===== src/rtl/glitch_sweep_ctrl.sv =====
// rtl/glitch_sweep_ctrl.sv - glitch attempt sequencer with delay sweep
module glitch_sweep_ctrl #(
  parameter int DW = 16,
  parameter int PW = 8
) (
  input  logic          clk_in,
  input  logic          rst,
  input  logic          start,
  input  logic          abort,
  input  logic [DW-1:0] cfg_delay_start,
  input  logic [DW-1:0] cfg_delay_end,
  input  logic [PW-1:0] cfg_delay_step,
  input  logic [PW-1:0] cfg_width,
  input  logic [PW-1:0] cfg_cooldown,
  output logic          rst_en,
  input  logic          rst_ready,
  output logic          glitch_o,
  output logic          busy,
  output logic          done,
  output logic [DW-1:0] attempt,
  output logic [DW-1:0] cur_delay
);

  localparam int DW1 = DW + 1;

  typedef enum logic [2:0] {
    S_IDLE, S_RST_REQ, S_RST_WAIT, S_DELAY, S_PULSE, S_COOL, S_DONE
  } state_t;

  state_t state, next_state;

  logic [DW-1:0] cnt;
  logic [DW-1:0] sh_end;
  logic [PW-1:0] sh_step;
  logic [PW-1:0] sh_width;
  logic [PW-1:0] sh_cool;

  logic [PW-1:0] width_last;
  logic [DW:0]   next_delay;
  logic          delay_hit;
  logic          pulse_last;
  logic          cool_last;
  logic          sweep_end;
  logic          abort_hit;

  // Sweep bookkeeping: width 0 acts as 1, next delay computed one bit wider so it cannot wrap
  always_comb begin
    width_last = (sh_width == '0) ? '0 : sh_width - PW'(1);
    next_delay = {1'b0, cur_delay} + DW1'(sh_step);
    delay_hit  = (cnt == cur_delay);
    pulse_last = (cnt == DW'(width_last));
    cool_last  = (cnt == DW'(sh_cool));
    sweep_end  = (sh_step == '0) || (next_delay > {1'b0, sh_end});
    abort_hit  = abort && (state != S_IDLE);
  end

  // State register
  always_ff @(posedge clk_in) begin
    if (rst) state <= S_IDLE;
    else     state <= next_state;
  end

  // Next-state logic; abort overrides every other transition
  always_comb begin
    next_state = state;
    if (abort_hit) begin
      next_state = S_IDLE;
    end else begin
      case (state)
        S_IDLE:     if (start) next_state = S_RST_REQ;
        S_RST_REQ:  next_state = S_RST_WAIT;
        S_RST_WAIT: if (rst_ready) next_state = S_DELAY;
        S_DELAY:    if (delay_hit) next_state = S_PULSE;
        S_PULSE:    if (pulse_last) next_state = S_COOL;
        S_COOL:     if (cool_last) next_state = sweep_end ? S_DONE : S_RST_REQ;
        S_DONE:     next_state = S_IDLE;
        default:    next_state = S_IDLE;
      endcase
    end
  end

  // Status outputs decoded from state
  always_comb begin
    busy   = (state != S_IDLE);
    done   = (state == S_DONE);
    rst_en = (state == S_RST_REQ);
  end

  // Glitch pulse registered so it is high exactly during PULSE and glitch-free
  always_ff @(posedge clk_in) begin
    if (rst) glitch_o <= 1'b0;
    else     glitch_o <= (next_state == S_PULSE);
  end

  // Counter, attempt/delay tracking and shadow config
  always_ff @(posedge clk_in) begin
    if (rst) begin
      cnt       <= '0;
      attempt   <= '0;
      cur_delay <= '0;
      sh_end    <= '0;
      sh_step   <= '0;
      sh_width  <= '0;
      sh_cool   <= '0;
    end else if (abort_hit) begin
      cnt <= '0;
    end else begin
      case (state)
        S_IDLE: begin
          if (start) begin
            sh_end    <= cfg_delay_end;
            sh_step   <= cfg_delay_step;
            sh_width  <= cfg_width;
            sh_cool   <= cfg_cooldown;
            cur_delay <= cfg_delay_start;
            attempt   <= '0;
            cnt       <= '0;
          end
        end
        S_RST_WAIT: begin
          if (rst_ready) cnt <= '0;
        end
        S_DELAY: begin
          if (delay_hit) cnt <= '0;
          else           cnt <= cnt + DW'(1);
        end
        S_PULSE: begin
          if (pulse_last) cnt <= '0;
          else            cnt <= cnt + DW'(1);
        end
        S_COOL: begin
          if (cool_last) begin
            cnt     <= '0;
            attempt <= attempt + DW'(1);
            if (!sweep_end) cur_delay <= next_delay[DW-1:0];
          end else begin
            cnt <= cnt + DW'(1);
          end
        end
        default: cnt <= '0;
      endcase
    end
  end

endmodule

===== config.mk =====
export PLATFORM = sky130hd
export DESIGN_NAME = glitch_sweep_ctrl
export DESIGN_NICKNAME = d
export VERILOG_FILES = /design/src/rtl/glitch_sweep_ctrl.sv
export SDC_FILE = /design/constraint.sdc
export NUM_CORES = 1
export LEC_CHECK = 0
export BUFFER_PORTS_ARGS = -buffer_cell sky130_fd_sc_hd__buf_2
export CORE_MARGIN = 2
export CORE_UTILIZATION = 57
export DETAILED_ROUTE_END_ITERATION = 8
export PLACE_DENSITY = 0.81
export RECOVER_POWER = 25
export SLEW_MARGIN = 0
export SYNTH_ARGS = -nofsm -noshare
export SYNTH_HDL_FRONTEND = slang
export SYNTH_SLANG_ARGS = --single-unit

===== constraint.sdc =====
create_clock -name clk_in -period 5.2 [get_ports clk_in]
set_clock_uncertainty 0.05 [all_clocks]
set_input_delay 0.26 -clock clk_in [delete_from_list [all_inputs] [get_ports clk_in]]
set_output_delay 0.26 -clock clk_in [all_outputs]
set_load 0.02 [all_outputs]

==> reports/metrics.yaml <==
status: "complete, no violations"
postLayoutCellArea_um2: 6150
powerDensity_nw_per_um2: 275
power_frac_comb_pct: 24.1
initial_utilization_pct: 59.0
fin_nets: 878
holdCritPathClass: "in -> reg"
die_x_um: 102
grt_max_degree: 63
end_kind: "register"
cts_setup_buffers: 0
avgSynthCellArea_um2: 7.68
grt_usage_pct: 27.3
ys_warn_count: 0
slew_violations: 0
slowest_stage: "o41ai_1"
cts_resized: 0
layout_common_cells: "nand2_1 (137), dfxtp_1 (92), a21oi_1 (68), buf_2 (64), nor2_1 (57)"
clock_latency_ns: 0.38
diodes: 0
grt_pass1_vias: 4781
synthAdderAreaFrac_pct: 6.50
synth_nets: 806
dpl.hpwl_mm: 10.3
synthArstFlopShare_pct: 0
placed_cell_area_um2: 5990
drtPass1Iterations: 6
fillers: 836
vias: 5196
die_h_um: 102
synthSimpleGateAreaFrac_pct: 25.9
crit_path_max_incr_delay_ns: 0.53
netSwitchingFraction_pct: 33.1
reg2regPathDepth: 16
cp_max_fo: 22
synth_top_area_share_pct: 33.4
pwr-share-seq_pct: 46.7
grt_antenna_before_repair: 0
drv_cap: 0
ant_nets: 0
area.growth.synth_to_final_pct: 11.7
max_freq_ghz: 0.218
ys_types: 59
htreeDepth: 3
power.internal_mw: 1.13
grt_pass1_wl_mm: 22.7
p_switching_uw: 561
hold_buffers: 0
peakVddDrop_uv: 153
p_clk_share_pct: 29.2
fp.dieArea_um2: 10500
grt-ovfl-total: 0
fin_crit_ns: 4.59
hold_depth: 3
rows: 35
yosysSeqAreaShare_pct: 33.4
synthXorXnorAreaFrac_pct: 7.47
cts_tree: "built"
path_depth: 16
drt_iter0_drc: 193
yosysTopAreaCell: "dfxtp_1"
syn_inst: 717
p_leak_nw: 2.46
via_per_inst: 5.63
path_buf_inv: 0
synth_area_leaders: "dfxtp_1 (33%), nand2_1 (9.3%), a21oi_1 (6.2%), ha_1 (6.1%), xnor2_1 (4.9%)"
cts_root_buf: "clkbuf_8"
seqCellArea_um2: 1840
place_congestion: 0.961
min_period_over_period_pct: 88.3
synth_mux_area_share_pct: 4.57
cp.required_ns: 5.46
synth_seq_cells: 92
clkSinkCount: 92
drive_above_1_share_pct: 12.7
synth_edf_count: 0
placement.io_buffers: 96
arrival_ns: 4.85
numCtsBuffers: 9
io-pin-count: 97
coreArea_um2: 9330
multiInputGateArea_um2: 3350
rsz0062_at_grt: "false"
tightestPinTransition_ns: 1.04
wl_mm: 13.9
path_clk_slew_ns: 0.10
finalSetupViolCount: 0
synthFlopType: "dfxtp_1"
synth_compound_area_share_pct: 16.3
drc_errors: 0
final_hold_viol_count: 0
critical_path_class: "reg -> reg"
synth_top_family_by_area: "simple AND/OR/NAND/NOR gates"
wl_per_cell_um: 15.0
cp_cell_sequence: "ha_1, fa_1, a21oi_1, a2bb2oi_1, a21oi_1, and3_1, xor2_1, ha_1, nand2_1, o211a_1, o2bb2ai_1, o41ai_1, and2_1, o21a_2, mux2_2, nor2_1"
clock_path_buffers: 2
final_common_cell: "nand2_1"
synth_area_um2: 5510
crit_family: "compound AO/OA/AOI/OAI gates"
start_kind: "register"
fin_setup_tns_ns: 0
relSlewSlack_pct: 30.4
-- layout make-up --
cell class / instances / share of cell area (%)
multi-input combinational: 550 / 54.4
sequential: 92 / 29.9
timing repair buffer: 99 / 7.53
tap: 129 / 2.62
inverter: 37 / 2.26
clock buffer: 9 / 2.01
clock inverter: 7 / 1.18
-- Yosys cell counts, types with 3 or more instances --
cell type    n
dfxtp_1     92
ha_1        27
and3_1       8
xor2_1      16
nand4_1      6
inv_1       37
mux2i_1     15
nor2_1      57
and2_1       4
a21oi_1     68
a211oi_1     7
nor4_1      12
buf_6        4
clkbuf_1    30
xnor2_1     31
nor2b_1      3
nand3_1     24
a311oi_1     3
a21boi_0     3
nor3b_1      4
or3_1       12
nor3_1      15
nand2b_1     5
mux2_2       9
o21ai_0     24
o21a_1       6
nand2_1    137
o31ai_1      3
or4_1        4
nand3b_1     4
a21o_1       7
-- worst register-to-register path, delay by kind of cell, from the launching register on --
family / cells / cell delay, ns
xor gates and xnor gates: 1 / 0.22
DFF: 1 / 0.36
and+or+nand+nor: 4 / 0.65
AOI/OAI and AO/OA: 7 / 1.87
muxes: 1 / 0.39
adders and majority gates: 3 / 0.98
-- layer usage --
metal | wire (um) | part of all wire (%) | GRT usage [%]
met4 | 279 | 2.0 | 8.51
met5 | 0 | 0 | 0
met1 | 6100 | 44 | 35.5
met2 | 6780 | 49 | 46.5
met3 | 707 | 5.1 | 4.45
-- final timing paths --
path	from	endpoint	slack [ns]
setup / recovery	cur_delay[0]$_SDFFE_PP0P_	cur_delay[2]$_SDFFE_PP0P_	0.61
setup reg to reg	cur_delay[0]$_SDFFE_PP0P_	cur_delay[2]$_SDFFE_PP0P_	0.61
hold reg to reg	sh_end[14]$_SDFFE_PP0P_	sh_end[14]$_SDFFE_PP0P_	0.41
hold / removal	cfg_delay_step[6]	sh_step[6]$_SDFFE_PP0P_	0.06
-- power by group through the flow --
| stage | clock network [mW] | logic [mW] | registers [mW] |
|---|---|---|---|
| 6_report | 0.495 | 0.408 | 0.791 |
| 3_5_place_dp | 0 | 0.406 | 0.806 |
| 5_1_grt | 0.529 | 0.452 | 0.796 |
| 4_1_cts | 0.499 | 0.409 | 0.789 |
| 3_3_place_gp | 0 | 0.390 | 0.803 |
| 2_1_floorplan | 0 | 0.295 | 0.802 |
-- flip-flops by register name, indices dropped and copies added, names as in the netlist --
| register | flops |
|---|---|
| state | 3 |
| sh_end | 16 |
| attempt | 16 |
| sh_step | 8 |
| sh_width | 8 |
| cur_delay | 16 |
| glitch_o | 1 |
| sh_cool | 8 |
| cnt | 16 |
-- per-stage QoR --
stage	total power [mW]	worst slack (ns)	hold WS (ns)	utilization [%]	cells
final	1.69	0.610	0.0568	65.9	923
after floorplan	1.10	1.29	0.346	-	717
after global routing	1.78	0.271	0.0530	65.9	923
after CTS	1.70	0.674	0.0544	66.4	923
after detailed placement	1.21	0.725	0.398	64.3	907
after global placement	1.19	0.883	0.394	64.3	907
-- logic make-up (layout without fill, tap and decap cells) --
family / count (synthesis) / count (layout)
xor+xnor: 47 / 47
mux: 24 / 24
simple gates: 306 / 306
buf+inv: 75 / 152
fa+ha+maj: 28 / 28
compound gates: 145 / 145
flops: 92 / 92
No activity file was read; power rests on OpenSTA's default activity.
